==> config.mk <==
export PLATFORM = sky130hd
export DESIGN_NAME = mc_ctrl_flat
export DESIGN_NICKNAME = d
export VERILOG_FILES = /design/src/rtl/mc_pkg.sv /design/src/rtl/mc_if.sv /design/src/rtl/mc_alu_dec.sv /design/src/rtl/mc_ctrl.sv /design/src/flat_wrapper.sv
export SDC_FILE = /design/constraint.sdc
export NUM_CORES = 1
export LEC_CHECK = 0
export ABC_AREA = 1
export CELL_PAD_IN_SITES_DETAIL_PLACEMENT = 1
export CELL_PAD_IN_SITES_GLOBAL_PLACEMENT = 2
export CORE_AREA = 2 2 113 115
export DETAILED_ROUTE_END_ITERATION = 6
export DIE_AREA = 0 0 115 117
export HOLD_SLACK_MARGIN = 0.08
export PLACE_DENSITY_LB_ADDON = 0.1
export SYNTH_ARGS = -nofsm -noshare
export SYNTH_HDL_FRONTEND = slang
export SYNTH_HIERARCHICAL = 1
export SYNTH_SLANG_ARGS = --single-unit
==> constraint.sdc <==
create_clock -name clk_i -period 7.6 [get_ports clk_i]
set_input_delay 1.52 -clock clk_i [delete_from_list [all_inputs] [get_ports clk_i]]
set_output_delay 1.52 -clock clk_i [all_outputs]
set_load 0.005 [all_outputs]
==> src/rtl/mc_pkg.sv <==
// Shared definitions for the multi-cycle MIPS-subset control sequencer:
// state encoding, opcode/funct constants, and ALU/PC-source encodings.
package mc_pkg;

  typedef enum logic [2:0] {
    S_IDLE   = 3'd0,
    S_FETCH  = 3'd1,
    S_DECODE = 3'd2,
    S_EXEC   = 3'd3,
    S_MEM    = 3'd4,
    S_WB     = 3'd5,
    S_HALT   = 3'd6
  } state_e;

  localparam logic [5:0] OP_R    = 6'h00;
  localparam logic [5:0] OP_ADDI = 6'h08;
  localparam logic [5:0] OP_LW   = 6'h23;
  localparam logic [5:0] OP_SW   = 6'h2B;
  localparam logic [5:0] OP_BEQ  = 6'h04;
  localparam logic [5:0] OP_J    = 6'h02;

  localparam logic [5:0] FN_ADD = 6'h20;
  localparam logic [5:0] FN_SUB = 6'h22;
  localparam logic [5:0] FN_AND = 6'h24;
  localparam logic [5:0] FN_OR  = 6'h25;
  localparam logic [5:0] FN_SLT = 6'h2A;

  typedef enum logic [3:0] {
    ALU_ADD = 4'd0,
    ALU_SUB = 4'd1,
    ALU_AND = 4'd2,
    ALU_OR  = 4'd3,
    ALU_SLT = 4'd4
  } alu_op_e;

  typedef enum logic [1:0] {
    PC_SEQ    = 2'd0,
    PC_BRANCH = 2'd1,
    PC_JUMP   = 2'd2
  } pc_src_e;

  function automatic logic is_mem_op(input logic [5:0] op);
    return (op == OP_LW) || (op == OP_SW);
  endfunction

endpackage

==> src/rtl/mc_if.sv <==
// Handshake and control bundle between the sequencer and the datapath/memories.
interface mc_if #(
  parameter int CNT_W = 32
);
  logic             start_i;
  logic [5:0]       op_i;
  logic [5:0]       func_i;
  logic             zero_i;
  logic             imem_ack_i;
  logic             dmem_ack_i;
  logic             imem_req_o;
  logic             ir_we_o;
  logic             dmem_req_o;
  logic             dmem_we_o;
  logic             rf_we_o;
  logic             rf_dst_o;
  logic             wb_sel_o;
  logic             alu_src_o;
  logic [3:0]       alu_op_o;
  logic             pc_we_o;
  logic [1:0]       pc_src_o;
  logic             busy_o;
  logic             err_o;
  logic [CNT_W-1:0] retired_o;

  modport master (
    input  start_i, op_i, func_i, zero_i, imem_ack_i, dmem_ack_i,
    output imem_req_o, ir_we_o, dmem_req_o, dmem_we_o, rf_we_o, rf_dst_o,
           wb_sel_o, alu_src_o, alu_op_o, pc_we_o, pc_src_o, busy_o, err_o,
           retired_o
  );

  modport slave (
    output start_i, op_i, func_i, zero_i, imem_ack_i, dmem_ack_i,
    input  imem_req_o, ir_we_o, dmem_req_o, dmem_we_o, rf_we_o, rf_dst_o,
           wb_sel_o, alu_src_o, alu_op_o, pc_we_o, pc_src_o, busy_o, err_o,
           retired_o
  );
endinterface

==> src/rtl/mc_alu_dec.sv <==
// Combinational opcode/funct decoder: ALU operation plus a legal-instruction flag.
module mc_alu_dec
  import mc_pkg::*;
(
  input  logic [5:0] op_i,
  input  logic [5:0] func_i,
  output alu_op_e    alu_op_o,
  output logic       legal_o
);

  always_comb begin
    alu_op_o = ALU_ADD;
    legal_o  = 1'b0;
    case (op_i)
      OP_R: begin
        case (func_i)
          FN_ADD: begin alu_op_o = ALU_ADD; legal_o = 1'b1; end
          FN_SUB: begin alu_op_o = ALU_SUB; legal_o = 1'b1; end
          FN_AND: begin alu_op_o = ALU_AND; legal_o = 1'b1; end
          FN_OR:  begin alu_op_o = ALU_OR;  legal_o = 1'b1; end
          FN_SLT: begin alu_op_o = ALU_SLT; legal_o = 1'b1; end
          default: ;
        endcase
      end
      OP_ADDI, OP_LW, OP_SW, OP_J: legal_o = 1'b1;
      OP_BEQ: begin alu_op_o = ALU_SUB; legal_o = 1'b1; end
      default: ;
    endcase
  end

endmodule

==> src/rtl/mc_ctrl.sv <==
// Multi-cycle FETCH/DECODE/EXEC/MEM/WB control sequencer with memory-ack timeout.
// Define ILLEGAL_TRAP_EN to trap illegal instructions (trap_o, HALT) instead of running them as NOPs.
module mc_ctrl
  import mc_pkg::*;
#(
  parameter int CNT_W    = 32,
  parameter int MAX_WAIT = 16
) (
  input logic  clk_i,
  input logic  rst_i,
  mc_if.master bus
`ifdef ILLEGAL_TRAP_EN
  ,
  output logic trap_o
`endif
);

  localparam int WAIT_W = $clog2(MAX_WAIT + 1);

  state_e             state_q, state_d;
  logic [5:0]         op_q, op_d;
  logic [5:0]         func_q, func_d;
  logic [WAIT_W-1:0]  wait_q, wait_d, wait_inc;
  logic [CNT_W-1:0]   retired_q, retired_d;
  logic               err_q, err_d;
  logic               timeout;
`ifdef ILLEGAL_TRAP_EN
  logic               trap_q, trap_d;
`endif

  logic       imem_req, ir_we, dmem_req, dmem_we, rf_we, rf_dst, wb_sel, alu_src, pc_we, retire;
  alu_op_e    alu_op;
  pc_src_e    pc_src;
  logic [5:0] dec_op, dec_func;
  alu_op_e    dec_alu_op;
  logic       dec_legal;

  // In DECODE the IR is checked directly; afterwards the latched copy drives decoding.
  assign dec_op   = (state_q == S_DECODE) ? bus.op_i   : op_q;
  assign dec_func = (state_q == S_DECODE) ? bus.func_i : func_q;

  mc_alu_dec u_dec (
    .op_i     (dec_op),
    .func_i   (dec_func),
    .alu_op_o (dec_alu_op),
    .legal_o  (dec_legal)
  );

  assign wait_inc = wait_q + WAIT_W'(1);
  assign timeout  = (wait_inc == WAIT_W'(MAX_WAIT));

  always_comb begin
    state_d  = state_q;
    op_d     = op_q;
    func_d   = func_q;
    wait_d   = wait_q;
    err_d    = err_q;
`ifdef ILLEGAL_TRAP_EN
    trap_d   = trap_q;
`endif
    imem_req = 1'b0;
    ir_we    = 1'b0;
    dmem_req = 1'b0;
    dmem_we  = 1'b0;
    rf_we    = 1'b0;
    rf_dst   = 1'b0;
    wb_sel   = 1'b0;
    alu_src  = 1'b0;
    alu_op   = ALU_ADD;
    pc_we    = 1'b0;
    pc_src   = PC_SEQ;
    retire   = 1'b0;
    case (state_q)
      S_IDLE: if (bus.start_i) state_d = S_FETCH;
      S_FETCH: begin
        imem_req = 1'b1;
        if (bus.imem_ack_i) begin
          ir_we   = 1'b1;
          wait_d  = '0;
          state_d = S_DECODE;
        end else if (timeout) begin
          wait_d  = '0;
          err_d   = 1'b1;
          state_d = S_HALT;
        end else begin
          wait_d  = wait_inc;
        end
      end
      S_DECODE: begin
        op_d   = bus.op_i;
        func_d = bus.func_i;
        if (!dec_legal) begin
`ifdef ILLEGAL_TRAP_EN
          trap_d  = 1'b1;
          state_d = S_HALT;
`else
          pc_we   = 1'b1;
          retire  = 1'b1;
          state_d = S_FETCH;
`endif
        end else begin
          state_d = S_EXEC;
        end
      end
      S_EXEC: begin
        alu_op  = dec_alu_op;
        alu_src = (op_q == OP_ADDI) || is_mem_op(op_q);
        if (op_q == OP_BEQ) begin
          pc_we   = 1'b1;
          pc_src  = bus.zero_i ? PC_BRANCH : PC_SEQ;
          retire  = 1'b1;
          state_d = S_FETCH;
        end else if (op_q == OP_J) begin
          pc_we   = 1'b1;
          pc_src  = PC_JUMP;
          retire  = 1'b1;
          state_d = S_FETCH;
        end else if (is_mem_op(op_q)) begin
          state_d = S_MEM;
        end else begin
          state_d = S_WB;
        end
      end
      S_MEM: begin
        dmem_req = 1'b1;
        dmem_we  = (op_q == OP_SW);
        if (bus.dmem_ack_i) begin
          wait_d = '0;
          if (op_q == OP_SW) begin
            pc_we   = 1'b1;
            retire  = 1'b1;
            state_d = S_FETCH;
          end else begin
            state_d = S_WB;
          end
        end else if (timeout) begin
          wait_d  = '0;
          err_d   = 1'b1;
          state_d = S_HALT;
        end else begin
          wait_d  = wait_inc;
        end
      end
      S_WB: begin
        rf_we   = 1'b1;
        rf_dst  = (op_q == OP_R);
        wb_sel  = (op_q == OP_LW);
        pc_we   = 1'b1;
        retire  = 1'b1;
        state_d = S_FETCH;
      end
      S_HALT: ;
      default: state_d = S_IDLE;
    endcase
  end

  assign retired_d = retire ? retired_q + CNT_W'(1) : retired_q;

  always_ff @(posedge clk_i or negedge rst_i) begin
    if (!rst_i) begin
      state_q   <= S_IDLE;
      op_q      <= '0;
      func_q    <= '0;
      wait_q    <= '0;
      retired_q <= '0;
      err_q     <= 1'b0;
`ifdef ILLEGAL_TRAP_EN
      trap_q    <= 1'b0;
`endif
    end else begin
      state_q   <= state_d;
      op_q      <= op_d;
      func_q    <= func_d;
      wait_q    <= wait_d;
      retired_q <= retired_d;
      err_q     <= err_d;
`ifdef ILLEGAL_TRAP_EN
      trap_q    <= trap_d;
`endif
    end
  end

  assign bus.imem_req_o = imem_req;
  assign bus.ir_we_o    = ir_we;
  assign bus.dmem_req_o = dmem_req;
  assign bus.dmem_we_o  = dmem_we;
  assign bus.rf_we_o    = rf_we;
  assign bus.rf_dst_o   = rf_dst;
  assign bus.wb_sel_o   = wb_sel;
  assign bus.alu_src_o  = alu_src;
  assign bus.alu_op_o   = alu_op;
  assign bus.pc_we_o    = pc_we;
  assign bus.pc_src_o   = pc_src;
  assign bus.busy_o     = (state_q != S_IDLE) && (state_q != S_HALT);
  assign bus.err_o      = err_q;
  assign bus.retired_o  = retired_q;
`ifdef ILLEGAL_TRAP_EN
  assign trap_o         = trap_q;
`endif

endmodule

==> src/flat_wrapper.sv <==
// flat-port wrapper written by rule: the top's interface ports become plain ports
module mc_ctrl_flat import mc_pkg::*;
#(
  parameter int CNT_W    = 32,
  parameter int MAX_WAIT = 16
)
  (clk_i, rst_i, bus_start_i, bus_op_i, bus_func_i, bus_zero_i, bus_imem_ack_i, bus_dmem_ack_i, bus_imem_req_o, bus_ir_we_o, bus_dmem_req_o, bus_dmem_we_o, bus_rf_we_o, bus_rf_dst_o, bus_wb_sel_o, bus_alu_src_o, bus_alu_op_o, bus_pc_we_o, bus_pc_src_o, bus_busy_o, bus_err_o, bus_retired_o);
  mc_if #(.CNT_W(CNT_W)) bus_i ();
  input logic clk_i;
  input logic rst_i;
  input wire logic [$bits(bus_i.start_i)-1:0] bus_start_i;
  input wire logic [$bits(bus_i.op_i)-1:0] bus_op_i;
  input wire logic [$bits(bus_i.func_i)-1:0] bus_func_i;
  input wire logic [$bits(bus_i.zero_i)-1:0] bus_zero_i;
  input wire logic [$bits(bus_i.imem_ack_i)-1:0] bus_imem_ack_i;
  input wire logic [$bits(bus_i.dmem_ack_i)-1:0] bus_dmem_ack_i;
  output wire logic [$bits(bus_i.imem_req_o)-1:0] bus_imem_req_o;
  output wire logic [$bits(bus_i.ir_we_o)-1:0] bus_ir_we_o;
  output wire logic [$bits(bus_i.dmem_req_o)-1:0] bus_dmem_req_o;
  output wire logic [$bits(bus_i.dmem_we_o)-1:0] bus_dmem_we_o;
  output wire logic [$bits(bus_i.rf_we_o)-1:0] bus_rf_we_o;
  output wire logic [$bits(bus_i.rf_dst_o)-1:0] bus_rf_dst_o;
  output wire logic [$bits(bus_i.wb_sel_o)-1:0] bus_wb_sel_o;
  output wire logic [$bits(bus_i.alu_src_o)-1:0] bus_alu_src_o;
  output wire logic [$bits(bus_i.alu_op_o)-1:0] bus_alu_op_o;
  output wire logic [$bits(bus_i.pc_we_o)-1:0] bus_pc_we_o;
  output wire logic [$bits(bus_i.pc_src_o)-1:0] bus_pc_src_o;
  output wire logic [$bits(bus_i.busy_o)-1:0] bus_busy_o;
  output wire logic [$bits(bus_i.err_o)-1:0] bus_err_o;
  output wire logic [$bits(bus_i.retired_o)-1:0] bus_retired_o;
  assign bus_i.start_i = bus_start_i;
  assign bus_i.op_i = bus_op_i;
  assign bus_i.func_i = bus_func_i;
  assign bus_i.zero_i = bus_zero_i;
  assign bus_i.imem_ack_i = bus_imem_ack_i;
  assign bus_i.dmem_ack_i = bus_dmem_ack_i;
  assign bus_imem_req_o = bus_i.imem_req_o;
  assign bus_ir_we_o = bus_i.ir_we_o;
  assign bus_dmem_req_o = bus_i.dmem_req_o;
  assign bus_dmem_we_o = bus_i.dmem_we_o;
  assign bus_rf_we_o = bus_i.rf_we_o;
  assign bus_rf_dst_o = bus_i.rf_dst_o;
  assign bus_wb_sel_o = bus_i.wb_sel_o;
  assign bus_alu_src_o = bus_i.alu_src_o;
  assign bus_alu_op_o = bus_i.alu_op_o;
  assign bus_pc_we_o = bus_i.pc_we_o;
  assign bus_pc_src_o = bus_i.pc_src_o;
  assign bus_busy_o = bus_i.busy_o;
  assign bus_err_o = bus_i.err_o;
  assign bus_retired_o = bus_i.retired_o;
  mc_ctrl #(.CNT_W(CNT_W), .MAX_WAIT(MAX_WAIT)) u_core (.clk_i(clk_i), .rst_i(rst_i), .bus(bus_i));
endmodule
==> impl_metrics.ini <==
[run_status]
status = finished, final reports clean

[floorplanning]
core_um2 = 12300
die_w_um = 115
design.die.area_um2 = 13500
std_cell_rows = 41
num_io_pins = 67
dieHeight_um = 117
floorplan.initialDensity = 0.291

[worst_setup_path]
path_class = primary input to primary output
arrival_ns = 4.16
setup.worst_path.start_class = primary input
end_kind = primary output
worstPathMaxFanout = 33
critPathRequiredTime_ns = 6.08

[routing]
wirelength_um = 11400
drc_errors = 0
postRouteAntennaNets = 0
vias_per_cell = 4.77
detail_route.first_pass.iterations = 4
detail_route.wl_per_cell_um = 15.0
dr_iter_0_viols = 141
detailroute.via_count = 3639

[grt]
gr-total-overflow = 0
grt_first_pass_wirelength_um = 18700
track_usage = 0.180
grt_start_max_net_pins = 54
grt_pass1_vias = 3751
antenna_found_initial = 0

[cells_and_area]
drive_gt1_frac = 0.0620
num-fill-cells = 1584
multi_input_area_um2 = 2010
layout.area.seq_um2 = 1330
design.final.nets = 632
insertedDiodeCount = 0
commonest_non_fill_non_tap_cells_in_the_layout = 232 x sky130_fd_sc_hd__nand2_1, 74 x sky130_fd_sc_hd__nor2_1, 64 x sky130_fd_sc_hd__clkdlybuf4s50_1
area_growth_syn_to_layout_pct = 25.4
mostFrequentLayoutCell = sky130_fd_sc_hd__nand2_1

[yosys]
synth_nets = 569
synth_top_cell_area_share = 0.370
synth_sequential_area_ratio = 0.370
ys_types = 33
mappedNetlistArea_um2 = 3580
synthesis.area_per_instance_um2 = 6.53
ys_seq_elements = 53
netlist_instances = 549
ys.warnings.count = 6
synthTopCellsByArea = sky130_fd_sc_hd__dfrtp_1 37%, sky130_fd_sc_hd__nand2_1 24%, sky130_fd_sc_hd__nor2_1 7.7%
leading_area_contributor_after_synthesis = sky130_fd_sc_hd__dfrtp_1

[sta]
timing.max_slew.rel_slack = 0.515
skew_ns = 0.00592
worstMarginPinSlew_ns = 0.728
maxSlewViolCount = 0
layout_setup_ws_ns = 1.92
grt_setup_unrepaired = no
max_freq_ghz = 0.176
setup-violations-final = 0
setup_tns_ns = 0
finalCriticalPeriod_ns = 5.68
post_route_fraction_of_the_period_consumed_by_the_critical_path = 0.747
hold_violations = 0

[clocking]
worst_skew_late_latency_ns = 0.31
post-cts-setup-buffers = 0
tritoncts_clock_tree = yes
holdBufCountCts = 0
htreeDepth = 2
cts_resized = 0
cts_made_buffers = 5
clk_path_buf_depth = 2
clockRootBuffer = sky130_fd_sc_hd__clkbuf_16
clock-sinks = 53
clock_slew_at_the_register_clock_pins_of_the_worst_setup_and_hold_paths_ns = 0.07

[place]
pre_cts_ws_ns = 1.89
port_buffers = 65
globalplace.congestion = 0.816
place.detailed.hpwl_um = 8630

[power_and_ir_drop]
power_w = 0.000533
irDropWorstVdd_mv = 0.0709
p_leak_nw = 2.08
power-per-cell-area_nw_per_um2 = 119

[run]
maxCapViolations = 0

[min_path]
hold_path.class = flip-flop to flip-flop
## registers in the layout, indices dropped and copies added (netlist names)
name / flops
u_core/wait_q: 5
u_core/func_q: 6
u_core/bus.retired_o: 32
u_core/op_q: 6
u_core/bus.err_o: 1
u_core/state_q: 3
## area by class of cell
class	instances	area share
inverters	47	0.0392
clock buffers	6	0.0287
flip-flops and latches	53	0.295
multi-input cells	438	0.446
repair buffers	67	0.147
clock inverters	2	0.00223
well taps	150	0.0417
## critical path, cell delays in order
cell and delay (ns):
sky130_fd_sc_hd__clkdlybuf4s50_1 0.45, sky130_fd_sc_hd__nand2_1 0.05, sky130_fd_sc_hd__o21ai_0 0.25, sky130_fd_sc_hd__inv_1 0.13
sky130_fd_sc_hd__nand3b_1 0.12, sky130_fd_sc_hd__nand2_1 0.05, sky130_fd_sc_hd__nor2_1 0.09, sky130_fd_sc_hd__nand2_1 0.09
sky130_fd_sc_hd__o21ai_2 0.18, sky130_fd_sc_hd__a21oi_4 0.04, sky130_fd_sc_hd__buf_4 0.27, sky130_fd_sc_hd__nand2_4 0.33
sky130_fd_sc_hd__clkdlybuf4s50_1 0.58
## final timing paths
check | from | to | cells past startpoint | slack [ns]
setup / recovery | bus_op_i[2] | bus_pc_we_o | 13 | 1.92
hold / removal | u_core/bus.err_o | u_core/bus.err_o | 1 | 0.48
setup reg to reg | u_core/state_q[2] | u_core/bus.retired_o[13] | 14 | 4.08
hold reg to reg | u_core/bus.err_o | u_core/bus.err_o | 1 | 0.48
max in group asynchronous | rst_i | u_core/func_q[3] | 2 | 5.77
min in group asynchronous | rst_i | u_core/bus.retired_o[14] | 2 | 1.36
## power by group
part	leakage (nW)	internal (W)	switching [W]
Clock	0.0706	0.000122	0.000113
Sequential	0.644	0.000282	0.000000114
Combinational	1.37	0.00000839	0.00000778
## routing by layer
layer	vias up	global-route usage	share of wire
li1	1828	-	-
met1	1750	0.217	0.45
met2	50	0.320	0.50
met3	11	0.0288	0.029
met4	0	0.0723	0.019
met5	-	0	0
## stage by stage
| step | utilization | cells | cell area (µm²) | hold slack, ns |
|---|---|---|---|---|
| 4_1_cts | 0.365 | 763 | 4500 | 0.489 |
| 2_1_floorplan | - | 549 | 3580 | 0.445 |
| 5_1_grt | 0.365 | 763 | 4500 | 0.533 |
| 6_report | 0.365 | 763 | 4500 | 0.483 |
| 3_5_place_dp | 0.354 | 755 | 4360 | 0.466 |
| 3_3_place_gp | 0.354 | 755 | 4360 | 0.465 |
## cells by family (layout without fill, tap and decap cells)
kind of cell             after synthesis  after routing  share of synthesized area
buffers and inverters                 58            122                     0.0705
XOR/XNOR                              15             15                     0.0366
other                                  1              1                    0.00105
AND/OR/NAND/NOR                      402            402                      0.483
adder cells (fa/ha/maj)                2              2                    0.00698
AO/OA/AOI/OAI                         18             18                     0.0314
flip-flops                            53             53                      0.370
## synth_stat cells (all sizes together)
library cell,number
nor3,5
o22ai,1
o21bai,1
ha,2
o21ai,9
nand3,49
conb,1
or2,2
xnor2,5
a21oi,5
nand2,239
nor2,84
a31oi,1
nand4,6
buf,11
nand3b,17
o31ai,1
clkinv,1
inv,46
dfrtp,53
xor2,10
Power figures use the tool's default switching activity.
